==> src/rtl/mul_ctrl.sv <==
// Multiply sequencer for the EXE stage: extends operands, waits out the external
// 33x33 signed multiplier pipeline, applies HI/LO accumulation and holds the result.
module mul_ctrl #(
  parameter int LATENCY = 2
) (
  input  logic        clk,
  input  logic        rst,
  input  logic        req_valid,
  output logic        req_ready,
  input  logic [2:0]  req_op,
  input  logic [31:0] req_src1,
  input  logic [31:0] req_src2,
  input  logic [63:0] req_hilo,
  input  logic        flush,
  output logic [32:0] mul_a,
  output logic [32:0] mul_b,
  input  logic [65:0] mul_p,
  output logic        res_valid,
  input  logic        res_ready,
  output logic [31:0] res_hi,
  output logic [31:0] res_lo,
  output logic        busy
);

  typedef enum logic [1:0] {IDLE, WAIT, CAP, DONE} state_e;

  localparam logic [2:0] OP_MULT  = 3'd0;
  localparam logic [2:0] OP_MUL   = 3'd2;
  localparam logic [2:0] OP_MADD  = 3'd3;
  localparam logic [2:0] OP_MADDU = 3'd4;
  localparam logic [2:0] OP_MSUB  = 3'd5;
  localparam logic [2:0] OP_MSUBU = 3'd6;

  state_e      state_q, state_d;
  logic [2:0]  cnt_q, cnt_d;
  logic [32:0] mul_a_q, mul_a_d;
  logic [32:0] mul_b_q, mul_b_d;
  logic [2:0]  op_q, op_d;
  logic [63:0] hilo_q, hilo_d;
  logic [63:0] res_q, res_d;
  logic        res_valid_q, res_valid_d;

  logic        accept;
  logic        sign_ext;
  logic [63:0] prod;
  logic [63:0] acc_res;
  logic        unused_p_hi;

  // The top two product bits only matter for 33-bit operands; results are mod 2^64.
  assign prod        = mul_p[63:0];
  assign unused_p_hi = ^mul_p[65:64];

  assign req_ready = (state_q == IDLE) || ((state_q == DONE) && res_ready);
  assign accept    = req_valid && req_ready && !flush;
  assign sign_ext  = (req_op == OP_MULT) || (req_op == OP_MUL) ||
                     (req_op == OP_MADD) || (req_op == OP_MSUB);

  always_comb begin
    unique case (op_q)
      OP_MADD, OP_MADDU: acc_res = hilo_q + prod;
      OP_MSUB, OP_MSUBU: acc_res = hilo_q - prod;
      default:           acc_res = prod;
    endcase
  end

  // NOTE: every next-state variable gets its hold value first so no path infers a latch.
  always_comb begin
    state_d     = state_q;
    cnt_d       = cnt_q;
    mul_a_d     = mul_a_q;
    mul_b_d     = mul_b_q;
    op_d        = op_q;
    hilo_d      = hilo_q;
    res_d       = res_q;
    res_valid_d = res_valid_q;

    unique case (state_q)
      IDLE: ;
      WAIT: begin
        cnt_d = cnt_q - 3'd1;
        if (cnt_q == 3'd1) state_d = CAP;
      end
      CAP: begin
        res_d       = acc_res;
        res_valid_d = 1'b1;
        state_d     = DONE;
      end
      DONE: begin
        if (res_ready) begin
          res_valid_d = 1'b0;
          state_d     = IDLE;
        end
      end
      default: state_d = IDLE;
    endcase

    // Acceptance is possible from IDLE or from DONE while the result drains.
    if (accept) begin
      mul_a_d = sign_ext ? {req_src1[31], req_src1} : {1'b0, req_src1};
      mul_b_d = sign_ext ? {req_src2[31], req_src2} : {1'b0, req_src2};
      op_d    = req_op;
      hilo_d  = req_hilo;
      cnt_d   = 3'(LATENCY);
      state_d = WAIT;
    end

    // Flush wins over everything; the next op restarts the full countdown,
    // so a stale product still in the multiplier can never reach CAP.
    if (flush) begin
      state_d     = IDLE;
      res_valid_d = 1'b0;
      cnt_d       = 3'd0;
    end
  end

  // NOTE: state registers use non-blocking assignments so all flops update together.
  always_ff @(posedge clk or negedge rst) begin
    if (!rst) begin
      state_q     <= IDLE;
      cnt_q       <= 3'd0;
      mul_a_q     <= 33'd0;
      mul_b_q     <= 33'd0;
      op_q        <= 3'd0;
      hilo_q      <= 64'd0;
      res_q       <= 64'd0;
      res_valid_q <= 1'b0;
    end else begin
      state_q     <= state_d;
      cnt_q       <= cnt_d;
      mul_a_q     <= mul_a_d;
      mul_b_q     <= mul_b_d;
      op_q        <= op_d;
      hilo_q      <= hilo_d;
      res_q       <= res_d;
      res_valid_q <= res_valid_d;
    end
  end

  assign mul_a     = mul_a_q;
  assign mul_b     = mul_b_q;
  assign res_valid = res_valid_q;
  assign res_hi    = res_q[63:32];
  assign res_lo    = res_q[31:0];
  assign busy      = (state_q != IDLE);

endmodule

==> config.mk <==
export PLATFORM = sky130hd
export DESIGN_NAME = mul_ctrl
export DESIGN_NICKNAME = d
export VERILOG_FILES = /design/src/rtl/mul_ctrl.sv
export SDC_FILE = /design/constraint.sdc
export NUM_CORES = 1
export LEC_CHECK = 0
export CORE_UTILIZATION = 40
export CTS_BUF_LIST = sky130_fd_sc_hd__clkbuf_16
export CTS_CLUSTER_SIZE = 20
export DETAILED_ROUTE_END_ITERATION = 8
export DONT_BUFFER_PORTS = 1
export PLACE_DENSITY_LB_ADDON = 0.05
export SLEW_MARGIN = 10
export SYNTH_ARGS = -nofsm -noshare
export SYNTH_HDL_FRONTEND = slang
export SYNTH_SLANG_ARGS = --single-unit
export TNS_END_PERCENT = 20
==> constraint.sdc <==
create_clock -name clk -period 4 [get_ports clk]
set_clock_uncertainty 0.15 [all_clocks]
set_input_delay 0.8 -clock clk [delete_from_list [all_inputs] [get_ports clk]]
set_output_delay 0.8 -clock clk [all_outputs]
set_load 0.05 [all_outputs]
# [Yosys cells after proc, flatten, opt, wreduce, memory -nomap -nowiden]
# Cells that the tools add are included.
[totals] regBits=203 word_cells=57 input_bits=202
[classes] mux=14 addsub=3 n_eq_ne=14 reduce_logical=18
[ops] cell="64-bit one-hot mux with 2 select lines" count=1
[ops] cell="33-bit 2-to-1 mux" count=2
[ops] cell="64-bit adder" count=1
[ops] cell="64-bit subtractor" count=1
[ops] cell="3-bit == test, second input constant" count=4
[ops] cell="3-bit by 2-bit == test with 1-bit output, second input constant" count=3
[ops] cell="3-bit 2-to-1 mux" count=3
[ops] cell="2-bit 2-to-1 mux" count=4
[ops] cell="4-bit != test, second input constant" count=2
[ops] cell="2-bit one-hot mux with 3 select lines" count=1
[ops] cell="3-bit nonzero test" count=2
[ops] cell="5-bit nonzero test" count=1
[ops] cell="2-bit == test, second input constant" count=2
[ops] cell="1-bit logical OR" count=4
[ops] cell="2-bit OR reduction" count=2
[ops] cell="3-bit by 1-bit == test with 1-bit output, second input constant" count=1
[ops] cell="1-bit logical AND" count=3
[ops] cell="3-bit zero test" count=1
[ops] cell="3-bit != test, second input constant" count=1
[ops] cell="3-bit AND reduction" count=1
[ops] cell="3-bit by 1-bit subtractor with 3-bit output, second input constant" count=1
[ops] cell="2-bit by 1-bit == test with 1-bit output, second input constant" count=1
[ops] cell="2-bit zero test" count=1
[ops] cell="1-bit 2-to-1 mux" count=2
[ops] cell="other kinds (4)" count=4

# [Logic depth before layout (Yosys ltp)]
[logic_depth] ltp_word=7 mapped_depth=20 mapped_depth_nobuf=20

# [Worst setup path after synthesis]
# Ideal clock, no wire load.
[synth_timing] path_kind="input to register" start="input port mul_p[14]" end="register res_q[56]" setup_time_ps=128 path_buffers=1 required_ps=3722 path_slack_ps=-676 arrival_time_ps=4398 path_stages=18 path_cell_list="or4_4 -> nor4b_4 -> nand2_1 -> nor2_1 -> a21oi_1 -> xnor2_1 -> ha_1 -> clkbuf_1 -> a21oi_1 -> o21ai_0 -> a21oi_1 -> o21ai_0 -> a221oi_1 -> o21a_1 -> o41ai_2 -> a31oi_1 -> mux2i_1 -> nand3_1"
[synth_between] elab_chain_cells=2
[synth_lines] item="from (decl)" line="17" text="input logic [65:0] mul_p,"
[synth_lines] item="64-bit subtractor / 64-bit adder (equally long branches)" line="61, 60"
[synth_lines] item="64-bit one-hot mux with 2 select lines (*)" line="59" text="unique case (op_q)"
[synth_lines] item="to (signal assigned)" line="134" text="res_q <= res_d;"
[synth_lines] item="to (decl)" line="40" text="logic [63:0] res_q, res_d;"
# Every way passes the cells marked *; elsewhere a longest branch is shown, timed or not.
# A chain may end at the register's enable or synchronous reset.

# [Worst setup path in the final report]
[layout_timing] start="input port mul_p[13]" end="register res_q[60]"
# The elaborated chain is that of the path after synthesis.

==> results.toml <==
[synth]
ys.warnings.count = 0
syn-num-nets = 1736
avgSynthCellArea_um2 = 9.22
synth-seq-cells = 203
async_reset_ff_share_pct = 100
synthCells = 1467
synth.distinct_cells = 72
synth_seq_area_share_pct = 37.6
synth_area_um2 = 13500
synth_edf_count = 0
yosys_most_used_dff = "dfrtp_1"

[cells_and_area]
nNetsFinal = 1963
design_area_um2 = 17400
utilization_pct = 52.9
drive_gt1_share_pct = 34.2
mostFrequentLayoutCells = "buf_4, dfrtp_1, mux2_2"
syn_to_final_growth_pct = 28.5
final_common_cell = "buf_4"

[timing]
finalMaxSlewViolations = 0
min_period_ns = 4.36
rsz0062_at_grt = "yes"
clock.fmax_mhz = 229
hold_slack_ns = -0.177
post-route-period-util_pct = 109
worst_slack_ns = -0.360
slew_headroom_pct = 57.1
hold_viol_final = 203
setup_violations = 30
tightest_slew_ns = 0.637

[placed_design]
gp_congestion = 0.927
port_buffers = 0
dp_hpwl_um = 33800
post-place-ws_ns = -1.24
dpl_cell_area_um2 = 15900

[pwr]
peakVddDrop_mv = 0.469
powerDensity_nw_per_um2 = 861
leakage_nw = 7.73

[floorplan]
dieArea_um2 = 34600
placementRows = 66
initial_core_util_pct = 41.2
die_h_um = 186
die_w_um = 186
io_pins = 335
coreArea_um2 = 32900

[outcome]
violations = "negative hold slack, negative setup slack"
status = "finished with violations"

[setup_path]
worstSetupPathType = "in2reg"
r2r_start = "op_q[0]$_DFFE_PN0P_"
r2r_slack_ns = -0.06
r2r_end = "res_q[63]$_DFFE_PN0P_"
worst_setup_path_end_kind = "flip-flop"
startpoint_type = "input pin"
worstRegToRegCells = 18
cp.arrival_ns = 4.61
crit_path_max_fanout = 5
cp.required_ns = 4.25

[global_route]
gr-total-overflow = 0
grt_pass1_wl_um = 67500
grt_pass1_vias = 12100
grt_max_degree = 204
antenna_found_initial = 0
grt.total_usage_pct = 25.2

[route]
drt-wirelength-per-cell_um = 20.5
num_vias = 11900
ant_nets = 0
drt-initial-drc-count = 481
totalWireLength_um = 44200
drc_errors = 0
drt-vias-per-instance = 5.51
drt_first_pass_iters = 5

[clocking]
cts_tree = "yes"
cts.reportedPaths.clkPinSlew_ns = 0.06
insertion_delay_ns = 0.54
cts_max_level = 1
cts_inserted_buffers = 23
cts_buffer_depth = 3
cts_root_buf = "clkbuf_16"
cts_sinks = 203

[worst_hold_path]
hp-class = "in2async"

[flow_run]
cap_violations = 0
==> sequential cells by signal, indices dropped and copies added, names as in the netlist <==
signal     count
hilo_q        64
res_q         64
mul_a         33
mul_b         33
cnt_q          3
op_q           3
state_q        2
res_valid      1
==> metal layers <==
layer | routed length, µm | track usage (%) | share of wire [%] | up-vias
li1 | - | - | - | 5729
met1 | 19100 | 32.7 | 43 | 5733
met2 | 21000 | 42.4 | 47 | 347
met3 | 3090 | 5.60 | 7.0 | 61
met4 | 1000 | 5.70 | 2.3 | 0
met5 | 0 | 0 | 0 | -
==> area by class of cell <==
| cell class | instances | area (µm²) |
|---|---|---|
| Fill cell | 3199 | 15500 |
| Multi-Input combinational cell | 1157 | 8650 |
| Sequential cell | 203 | 5080 |
| Timing Repair Buffer | 286 | 2210 |
| Clock buffer | 23 | 576 |
| Tap cell | 442 | 553 |
| Clock inverter | 19 | 230 |
| Inverter | 23 | 86.3 |
| Antenna cell | 1 | 2.50 |
==> worst max-delay path, stage by stage <==
cell and delay (ns):
or4_4 0.55, nor4b_4 0.24, buf_4 0.18, nand4_1 0.20, nor3_2 0.24, buf_4 0.18, nand4_4 0.16, nand2_2 0.10
xor2_1 0.16, ha_1 0.29, inv_2 0.08, o21bai_1 0.07, a21o_1 0.21, a21o_1 0.18, a21oi_2 0.12, nor2_1 0.06
a311o_1 0.27, a31oi_2 0.21, mux2i_1 0.21, nand3_1 0.08
==> worst max path at each step <==
stage	to	slack [ns]	from	cells after the start
2_1_floorplan	res_q[63]$_DFFE_PN0P_	-0.57	mul_p[14]	17
3_3_place_gp	res_q[63]$_DFFE_PN0P_	-1.16	mul_p[14]	18
3_5_place_dp	res_q[63]$_DFFE_PN0P_	-1.24	mul_p[14]	18
4_1_cts	res_q[63]$_DFFE_PN0P_	-0.33	mul_p[13]	18
5_1_grt	res_q[61]$_DFFE_PN0P_	-0.61	mul_p[13]	20
6_report	res_q[60]$_DFFE_PN0P_	-0.36	mul_p[13]	20
==> repair_timing <==
item / CTS / global route
buffers inserted: 17 / 8
gates resized for setup: 71 / 46
endpoints found under the hold margin: 203 / 203
pin swaps: 36 / 24
endpoints found under the setup margin: 36 / 43
==> power breakdown <==
group / switching (mW) / internal [mW] / total (mW)
Sequential: 2.24 / 2.65 / 4.88
Clock: 0.884 / 1.38 / 2.26
Combinational: 3.98 / 3.85 / 7.83
==> per-stage QoR <==
stage	std cells	power, mW	setup TNS [ns]
2_1_floorplan	1467	9.16	-12.69
3_3_place_gp	2086	12.1	-37.44
3_5_place_dp	2086	12.1	-37.21
4_1_cts	2145	14.8	-4.87
5_1_grt	2153	16.0	-13.89
6_report	2154	15.0	-5.51
==> Yosys cell counts (all sizes together) (7+ instances only) <==
library cell | instances | area (µm²)
dfrtp | 203 | 5080
a21oi | 146 | 734
mux2 | 131 | 1480
nand2 | 129 | 484
nor2 | 126 | 480
o21ai | 103 | 519
clkbuf | 80 | 302
ha | 66 | 826
xor2 | 64 | 561
xnor2 | 58 | 527
a21o | 30 | 225
nand3 | 30 | 150
nor3 | 30 | 160
nand4 | 29 | 203
a31oi | 24 | 171
inv | 23 | 86.3
o21a | 20 | 150
and3 | 16 | 100
o31ai | 16 | 139
o21bai | 13 | 97.6
nand2b | 11 | 68.8
nor2b | 11 | 68.8
and4 | 10 | 87.6
nor4 | 10 | 98.8
and2 | 9 | 56.3
o211ai | 7 | 57.6
or4 | 7 | 56.3
==> cells by family after synthesis <==
| logic type | after synthesis | synth area share (%) |
|---|---|---|
| and+or+nand+nor | 435 | 15.9 |
| muxes | 137 | 11.3 |
| xor gates and xnor gates | 122 | 8.04 |
| AOI/OAI and AO/OA | 396 | 17.9 |
| buffers and inverters | 107 | 2.99 |
| DFF | 203 | 37.6 |
| adders and majority gates | 67 | 6.25 |
No activity file was read; power rests on OpenSTA's default activity.
